--- src/rtl/fetch_ctrl_pkg.sv ---
// rtl/fetch_ctrl_pkg.sv - shared state encoding and instruction-field constants for fetch_ctrl
package fetch_ctrl_pkg;

  // Sequencer states; RST_WAIT is the reset state and the encoding is otherwise arbitrary
  typedef enum logic [2:0] {
    ST_RST_WAIT = 3'd0,
    ST_FETCH    = 3'd1,
    ST_DECODE   = 3'd2,
    ST_EXEC     = 3'd3,
    ST_HALT     = 3'd4
  } state_t;

  // Primary opcode field values (IR[31:26])
  localparam logic [5:0] OP_RTYPE    = 6'b000000;
  localparam logic [5:0] OP_J        = 6'b000010;
  localparam logic [5:0] OP_JAL      = 6'b000011;

  // R-type function field (IR[5:0]) that stops the sequencer
  localparam logic [5:0] FUNCT_BREAK = 6'b001101;

  // PC source selects understood by the instruction unit
  localparam logic [1:0] PCSEL_BR    = 2'b00;  // PC + (sign-extended offset << 2)
  localparam logic [1:0] PCSEL_JMP   = 2'b01;  // jump target from IR[25:0]
  localparam logic [1:0] PCSEL_REG   = 2'b10;  // register target (jr)

endpackage

--- src/rtl/fetch_ctrl_opcode_classify.sv ---
// rtl/fetch_ctrl_opcode_classify.sv - combinational classifier for instructions the sequencer resolves itself
module fetch_ctrl_opcode_classify
  import fetch_ctrl_pkg::*;
(
  input  logic [31:0] ir,
  output logic        is_j,
  output logic        is_jal,
  output logic        is_break
);

  logic [5:0] opcode;
  logic [5:0] funct;
  logic       unused_fields;

  assign opcode = ir[31:26];
  assign funct  = ir[5:0];

  // Register/immediate fields belong to the datapath and are not looked at here
  assign unused_fields = ^ir[25:6];

  // Only J, JAL and BREAK change sequencing; everything else goes to the datapath
  always_comb begin
    is_j     = (opcode == OP_J);
    is_jal   = (opcode == OP_JAL);
    is_break = (opcode == OP_RTYPE) && (funct == FUNCT_BREAK);
  end

endmodule

--- src/rtl/fetch_ctrl.sv ---
// rtl/fetch_ctrl.sv - multicycle fetch/decode sequencer; FETCH_PERF_CNT_EN adds the retired-instruction counter
module fetch_ctrl
  import fetch_ctrl_pkg::*;
(
  input  logic        clk,
  input  logic        reset,
  input  logic [31:0] IR_in,
  input  logic        stall,
  input  logic        exec_done,
  input  logic        redirect,
  input  logic [1:0]  redirect_sel,
  output logic [1:0]  pc_sel,
  output logic        pc_ld,
  output logic        pc_inc,
  output logic        im_cs,
  output logic        im_rd,
  output logic        im_wr,
  output logic        ir_ld,
  output logic        ir_valid,
  output logic        halted
`ifdef FETCH_PERF_CNT_EN
  ,
  output logic [31:0] retired
`endif
);

  state_t state_q;
  state_t state_d;

  logic is_j;
  logic is_jal;
  logic is_break;

  fetch_ctrl_opcode_classify u_opcode_classify (
    .ir       (IR_in),
    .is_j     (is_j),
    .is_jal   (is_jal),
    .is_break (is_break)
  );

  // State register; reset abandons any instruction in flight
  always_ff @(posedge clk or posedge reset) begin
    if (reset) begin
      state_q <= ST_RST_WAIT;
    end else begin
      state_q <= state_d;
    end
  end

  // Next state: J finishes in DECODE, BREAK parks in HALT, all else waits for the datapath
  always_comb begin
    state_d = state_q;
    case (state_q)
      ST_RST_WAIT: state_d = ST_FETCH;
      ST_FETCH: begin
        if (!stall) state_d = ST_DECODE;
      end
      ST_DECODE: begin
        if (is_j)          state_d = ST_FETCH;
        else if (is_break) state_d = ST_HALT;
        else               state_d = ST_EXEC;
      end
      ST_EXEC: begin
        if (exec_done) state_d = ST_FETCH;
      end
      ST_HALT:  state_d = ST_HALT;
      default:  state_d = ST_RST_WAIT;
    endcase
  end

  // Control strobes; the fetch strobes IR and increments PC on the same edge, so a
  // later branch target is computed from PC+4. pc_ld and pc_inc live in different states.
  always_comb begin
    pc_sel   = PCSEL_BR;
    pc_ld    = 1'b0;
    pc_inc   = 1'b0;
    im_cs    = 1'b0;
    im_rd    = 1'b0;
    im_wr    = 1'b0;
    ir_ld    = 1'b0;
    ir_valid = 1'b0;
    halted   = 1'b0;
    case (state_q)
      ST_FETCH: begin
        if (!stall) begin
          im_cs  = 1'b1;
          im_rd  = 1'b1;
          ir_ld  = 1'b1;
          pc_inc = 1'b1;
        end
      end
      ST_DECODE: begin
        ir_valid = 1'b1;
        if (is_j || is_jal) begin
          pc_sel = PCSEL_JMP;
          pc_ld  = 1'b1;
        end
      end
      ST_EXEC: begin
        if (exec_done && redirect) begin
          pc_sel = redirect_sel;
          pc_ld  = 1'b1;
        end
      end
      ST_HALT: halted = 1'b1;
      default: ;
    endcase
  end

`ifdef FETCH_PERF_CNT_EN
  logic [31:0] retired_q;
  logic        retire_evt;

  // An instruction retires when J resolves in DECODE or the datapath completes in EXEC
  always_comb begin
    retire_evt = ((state_q == ST_DECODE) && is_j) || ((state_q == ST_EXEC) && exec_done);
  end

  // Free-running retired count, wraps naturally at 32 bits
  always_ff @(posedge clk or posedge reset) begin
    if (reset) begin
      retired_q <= '0;
    end else if (retire_evt) begin
      retired_q <= retired_q + 32'd1;
    end
  end

  assign retired = retired_q;
`endif

endmodule

--- config.mk ---
export PLATFORM = sky130hd
export DESIGN_NAME = fetch_ctrl
export DESIGN_NICKNAME = d
export VERILOG_FILES = /design/src/rtl/fetch_ctrl_pkg.sv /design/src/rtl/fetch_ctrl_opcode_classify.sv /design/src/rtl/fetch_ctrl.sv
export SDC_FILE = /design/constraint.sdc
export NUM_CORES = 1
export LEC_CHECK = 0
export BUFFER_PORTS_ARGS = -buffer_cell sky130_fd_sc_hd__buf_2
export CAP_MARGIN = 5
export CORE_AREA = 2 2 39 41
export CTS_BUF_LIST = sky130_fd_sc_hd__clkbuf_8 sky130_fd_sc_hd__clkbuf_16
export DETAILED_ROUTE_END_ITERATION = 6
export DIE_AREA = 0 0 41 43
export PLACE_DENSITY = 0.73
export SETUP_SLACK_MARGIN = 0.4
export SYNTH_ARGS = -nofsm -noshare
export SYNTH_HDL_FRONTEND = slang
export SYNTH_SLANG_ARGS = --single-unit
--- constraint.sdc ---
create_clock -name clk -period 1.4 [get_ports clk]
set_input_delay 0 -clock clk [delete_from_list [all_inputs] [get_ports clk]]
set_output_delay 0 -clock clk [all_outputs]
set_load 0.01 [all_outputs]
After elaboration in Yosys (flattened, before gate mapping)

Cells that the tools add are included.

Reductions and logical operators: 6
Muxes and demuxes: 15
Equal/unequal tests: 9

Operators with widths:

| kind               | number |
|---|---|
| $pmux 3 s5         | 1 |
| $eq 6x2->1 const B | 2 |
| $mux 3             | 4 |
| $mux 1             | 7 |
| $eq 3x2->1 const B | 2 |
| $eq 6x4->1 const B | 1 |
| $logic_not 6->1    | 1 |
| $ne 2x2->1 const B | 2 |
| $pmux 2 s2         | 1 |
| $eq 3x1->1 const B | 1 |
| $eq 3x3->1 const B | 1 |
| $logic_not 3->1    | 1 |
| $logic_and 1x1->1  | 2 |
| $mux 2             | 1 |
| $pmux 1 s2         | 1 |
| $reduce_and 2->1   | 1 |
| $logic_or 1x1->1   | 1 |

Output and inout port bits: 10
Bits in registers: 3
Logic and storage cells: 31
Input port bits: 39

Longest topological paths before layout

Gate-level depths: netlist of run 1.

Depth after elaboration: 5
Depth in mapped cells: 3
Mapped depth without buffers: 3

By module

A second synthesis of run 1 with hierarchy kept.

Cell total of the unflattened synthesis: 39
Area total of the unflattened synthesis: 339.1 µm²

Modules (own cells, without submodules):

| module                     | area an instance (µm²) | instances | cells each | sequential area each (µm²) |
|---|---|---|---|---|
| fetch_ctrl                 | 286.5                  | 1         | 33         | 75.1 |
| fetch_ctrl_opcode_classify | 52.6                   | 1         | 6          | 0.0 |

Worst setup path before layout of run 1

Ideal clock, no wire load.

Path kind: register to output
From: reg state_q[0]
To: out pc_sel[0]
Buffers on the path: 0
Data arrival time: 1386 ps
Data required time: 1400 ps
Path slack: 14 ps
Stages on the path, launching flop included: 4
Cells stage by stage: dfrtp_1 -> nor3b_1 -> or3b_1 -> o21ai_0

Longest elaborated chain between the ends: 2
Elaborated cells on any way between the ends: 3
Those cells by class: eq/ne: 2; mux: 1

RTL lines:

| what                   | RTL line         | RTL |
|---|---|---|
| start, declared        | fetch_ctrl.sv:27 | `state_t state_q;` |
| start signal, assigned | fetch_ctrl.sv:46 | `state_q <= state_d;` |
| $eq 3x2->1             | fetch_ctrl.sv:83 | `case (state_q)` |
| $pmux 2 s2 *           | fetch_ctrl.sv:83 |  |
| end, declared          | fetch_ctrl.sv:12 | `output logic [1:0] pc_sel,` |

Mark *: on every way between the ends. The rest lies on a longest branch, timed or not.

Worst setup path after layout of run 1

From: reg state_q[2]
To: out pc_sel[0]

Same word-level chain as after synthesis.

==> results of run 1 <==
==> critical path, cell delays in order (launching register included) <==
cell	delay (ns)
dfrtp_1	0.38
nor3b_2	0.22
or3b_4	0.42
o21ai_2	0.06
buf_2	0.14
==> metrics by stage <==
stage	hold WS, ns	power [W]
floorplan	-0.246	0.000308
detailed placement	-0.132	0.000403
finish	0.107	0.000950
global placement	-0.134	0.000395
global route	0.149	0.00101
CTS	0.105	0.000868
==> worst min-delay path by stage <==
stage                         start          to  slack [ns]  cells past startpoint
after floorplan               reset  state_q[0]       -0.25                      1
after global placement        reset  state_q[1]       -0.13                      2
after detailed placement      reset  state_q[0]       -0.13                      2
after CTS                 IR_in[27]  state_q[1]        0.10                      4
after global routing      IR_in[27]  state_q[1]        0.15                      4
final                     IR_in[27]  state_q[1]        0.11                      4
==> cells in the final DEF (no fill, tap or decap), types with 2 or more instances in the layout <==
cell | Yosys | final
inv_1 | 4 | 5
dfrtp_1 | 3 | 3
nor2b_4 | 0 | 2
nor3b_4 | 0 | 2
nand2_1 | 3 | 2
buf_6 | 0 | 12
nor3_1 | 2 | 2
a211oi_2 | 0 | 2
clkbuf_8 | 0 | 3
buf_4 | 4 | 5
buf_2 | 0 | 21
==> where the power goes <==
| group | total (W) | internal [W] | switching (W) |
|---|---|---|---|
| clock | 0.000240 | 0.000186 | 0.0000540 |
| combinational | 0.000580 | 0.000345 | 0.000236 |
| sequential | 0.000129 | 0.000111 | 0.0000181 |
==> routing by layer <==
layer / track usage / vias to the layer above / wire, um
met3: 0.0314 / 2 / 57
met1: 0.159 / 185 / 408
met4: 0.0667 / 0 / 29
met5: 0 / - / 0
met2: 0.219 / 23 / 613
li1: - / 198 / -
==> cell type report <==
type	instances	area, um2	area share
clock inverter	1	3.75	0.00547
clock buffer	3	41.3	0.0602
timing repair buffer	39	288	0.420
sequential	3	75.1	0.109
tap	16	20.0	0.0292
inverter	4	15.0	0.0219
multi-input combinational	24	243	0.354
==> cells by family (layout without fill, tap and decap cells) <==
kind of cell | after synthesis | in the layout | synth area share
other | 1 | 1 | 0.0136
DFF | 3 | 3 | 0.273
AOI/OAI and AO/OA | 7 | 7 | 0.182
and+or+nand+nor | 16 | 16 | 0.368
buffers and inverters | 8 | 47 | 0.164
==> what timing repair did <==
item,CTS,global route
gates resized for setup,18,6
endpoints found under the setup margin,12,12
pin swaps,6,1
hold buffers,1,0
hold endpoints to repair,3,0
buffers inserted,6,2
==> reports/qor.yml, run 1 <==
reg_top3: "state_q (3)"
fmax_mhz: 697
h-tree-depth: 1
dieArea_um2: 1760
routed_via_density: 4.53
crit_end: "pc_sel[0]"
core.rowCount: 14
num_io_pins: 49
endpoint_kind: "output pin"
syn_to_final_growth_pct: 149
finalWirelength_um: 1110
synth_common_cells: "4 x buf_4, 4 x inv_1"
synth_ff_type: "dfrtp_1"
avgSynthCellArea_um2: 7.86
cts_tree: "done"
firstDrtPassIters: 4
power.density_nw_per_um2: 1380
final_area_um2: 686
worstReg2RegEnd: "state_q[0]"
finalMaxSlewViolations: 0
cts_buffer_depth: 2
diodes: 0
final_nets: 114
place_hpwl_um: 662
layoutNonFillerInstCount: 90
io_buffer_count: 27
die_h_um: 43
fp.dieW_um: 41
dpl-instance-area_um2: 442
cp.arrival_ns: 1.44
num-fill-cells: 124
critPathKind: "flop to output pin"
synth_top_cell_area_share: 0.273
core_region_area_um2: 1380
violations: "negative setup slack"
path_clk_slew_ns: 0.03
drv_cap: 0
ys_warn_count: 0
post-route-min-period_ns: 1.44
setup_violations: 2
clock-root-buffer: "clkbuf_8"
grt_first_pass_wirelength_um: 1610
cp.required_ns: 1.40
yosysSeqAreaShare: 0.273
final_core_util: 0.495
finClkSkew_ns: 0.000888
antenna_found_initial: 0
r2r_cells: 6
yosys_register_bits: 3
r2r_slack_ns: 0.09
syn-cell-area_um2: 275
synth_area_leaders: "dfrtp_1 27%, buf_4 11%, nor3b_1 8.2%, nor2b_1 6.8%, a211oi_1 5.5%"
drt_iter0_drc: 7
syn-instance-count: 35
synth_async_sr_flop_share: 1.00
worst_slack_ns: -0.0356
grt_max_degree: 6
grt.overflow.total: 0
num_vias: 408
clock_latency_ns: 0.21
peakVddDrop_v: 0.000564
cts-buffers-inserted: 3
yosysUniqueCellTypes: 19
placedCellCount: 77
ant_nets: 0
rsz0062_at_grt: "true"
status: "finished, violations left"
initial_core_util: 0.199
grt_pass1_vias: 373
p_leak_nw: 0.358
synth-edff-count: 0
largest-register: "state_q"
drc: 0
yosysTopAreaCell: "dfrtp_1"
worst_r2r_startpoint: "state_q[0]"
critPathMaxFanout: 2
largest_register_ffs: 3
track_usage: 0.136
finalHoldViolCount: 0
finalCritPeriodShare: 1.03
hold_path.class: "input port to flop"
routedWlPerCell_um: 12.3
pre_cts_slack_ns: 0.155
gp_congestion: 0.732
syn-num-nets: 74
cts_sinks: 3
startpoint_type: "flop"
startpoint: "state_q[2]"
layout-drive-gt1-share: 0.743
setup_tns_ns: -0.0658
Power figures use the tool's default switching activity.
==> run 2, diff against run 1 <==
clock period = 1.8 ns   (was 1.4 ns; I/O delays follow)
==> run 2 against run 1 <==
  * The flow now finishes without violations
  * Total power fell by 45%
  * Register-to-register slack improved by 0.63 ns
  * Clock power fell by 20%
  * Sequential share of layout area rose by 4.4 points
  * Cell count fell by 7.8%
  * Clock skew barely moved
  * Worst setup slack improved by 0.37 ns
  * Largest power group unchanged
==> reports/qor.yml, run 2 (synthesis gave the netlist of run 1 again) <==
fmax_mhz: 683
busiest_layer: "met2"  # unchanged
grt_use_met2: 0.184  # was 0.219
num-fill-cells: 162  # was 124
post-route-min-period_ns: 1.46
status: "finished clean"  # was finished, violations left
layout_common_cells: "27 x buf_2, 5 x inv_1, 4 x buf_4, 3 x nand2_1, 3 x clkbuf_8"  # was 21 x buf_2, 12 x buf_6, 5 x inv_1, 5 x buf_4
finalMaxSlewViolations: 0  # unchanged
reg_top3: "state_q (3)"  # unchanged
met1_usage: 0.127  # was 0.159
grt.overflow.total: 0  # unchanged
final_nets: 107  # was 114
num_io_pins: 49  # unchanged
finalWirelength_um: 855  # was 1110 um
initial_core_util: 0.199  # unchanged
cts_sinks: 3  # unchanged
r2r_slack_ns: 0.72  # was 0.09 ns
grt_max_degree: 6  # unchanged
core_region_area_um2: 1380  # unchanged
place_hpwl_um: 584  # was 662 um
drt_iter0_drc: 1  # was 7
largest-register: "state_q"  # unchanged
cts_buffer_depth: 2  # unchanged
setup_violations: 0  # was 2
firstDrtPassIters: 4  # unchanged
antenna_found_initial: 0  # unchanged
endpoint_kind: "output pin"  # unchanged
ant_nets: 0  # unchanged
globalRouteMet3Util: 0.0524  # was 0.0314
grt_first_pass_wirelength_um: 1400  # was 1610 um
finalHoldViolCount: 0  # unchanged
final_common_cell: "buf_2"  # unchanged
h-tree-depth: 1  # unchanged
finalHoldWorstSlack_ns: 0.0867  # was 0.107 ns
routedWlPerCell_um: 10.3  # was 12.3 um
finalCritPeriodShare: 0.814
cts_tree: "done"  # unchanged
p_leak_nw: 0.274  # was 0.358 nW
critPathMaxFanout: 4  # was 2
routed_via_density: 4.46  # was 4.53
dieArea_um2: 1760  # unchanged
cp.required_ns: 1.80  # was 1.40 ns
path_clk_slew_ns: 0.03  # about the same
gp_congestion: 0.809  # was 0.732
track_usage: 0.127  # was 0.136
startpoint_type: "flop"  # unchanged
drc: 0  # unchanged
hold_path.class: "input port to flop"  # unchanged
power.density_nw_per_um2: 1040  # was 1380 nW/um2
clock-root-buffer: "clkbuf_8"  # unchanged
critPathKind: "flop to output pin"  # unchanged
drv_cap: 0  # unchanged
cts-buffers-inserted: 3  # unchanged
largest_register_ffs: 3  # unchanged
fp.dieW_um: 41  # unchanged
syn_to_final_growth_pct: 84.1  # was 149%
core.rowCount: 14  # unchanged
setup_tns_ns: 0  # was -0.0658 ns
diodes: 0  # unchanged
num_vias: 370  # was 408
cp.arrival_ns: 1.46  # was 1.44 ns
io_buffer_count: 27  # unchanged
clock_latency_ns: 0.22  # was 0.21 ns
peakVddDrop_v: 0.000281  # was 0.000564 V
die_h_um: 43  # unchanged
layout-drive-gt1-share: 0.612  # was 0.743
finClkSkew_ns: 0.000842  # was 0.000888 ns
grt_pass1_vias: 343  # was 373
rsz0062_at_grt: "true"  # unchanged
-- run 2: cell types whose count changed in the layout (fill, tap and decap cells not counted), sizes merged --
| cell | delta |
|---|---|
| buf | -7 |
-- run 2: worst max-delay path, cell delays in order (launching register included) --
cell and delay, ns:
dfrtp_1 0.41, nor3b_4 0.23, or3b_1 0.39, o21ai_1 0.08, buf_2 0.14
-- run 2: path summary, 6_finish.rpt --
path / cells past startpoint / start / to
max: 4 / state_q[1] / pc_sel[0]
min: 4 / IR_in[27] / state_q[1]
max reg2reg: 4 / state_q[1] / state_q[1]
min reg2reg: 2 / state_q[2] / state_q[0]
max in group asynchronous: 3 / reset / state_q[2]
min in group asynchronous: 3 / reset / state_q[0]
-- run 2: timing repair --
action	in CTS	in global routing
resized for setup	3	4
endpoints found under the hold margin	3	0
endpoints found under the setup margin	6	6
buffers inserted	4	0
hold buffers	1	0
pin swaps	1	0
-- run 2: metrics by stage --
stage	cell area, um2	instances	total power (W)	util	setup WS, ns
after floorplan	275	35	0.000228	-	0.414
after global placement	400	74	0.000268	0.289	0.438
after detailed placement	400	74	0.000271	0.289	0.420
after CTS	493	83	0.000511	0.356	0.376
after global routing	507	83	0.000563	0.366	0.273
final	507	83	0.000527	0.366	0.335
-- run 2: report_power, final --
part           switching (W)  internal, W
sequential         0.0000255    0.0000875
clock              0.0000467     0.000145
combinational       0.000100     0.000122
-- run 2: final cells by class --
| class | count | area [um2] | area share |
|---|---|---|---|
| clock buffers | 3 | 41.3 | 0.0815 |
| clock inverters | 1 | 3.75 | 0.00741 |
| inverters | 4 | 15.0 | 0.0296 |
| multi-input cells | 24 | 174 | 0.343 |
| flip-flops and latches | 3 | 77.6 | 0.153 |
| well taps | 16 | 20.0 | 0.0395 |
| repair buffers | 32 | 175 | 0.346 |
-- run 2: layer usage --
metal / up-vias / part of all wire
met3: 3 / 0.083
met2: 17 / 0.53
li1: 185 / -
met1: 165 / 0.36
met4: 0 / 0.030
met5: - / 0
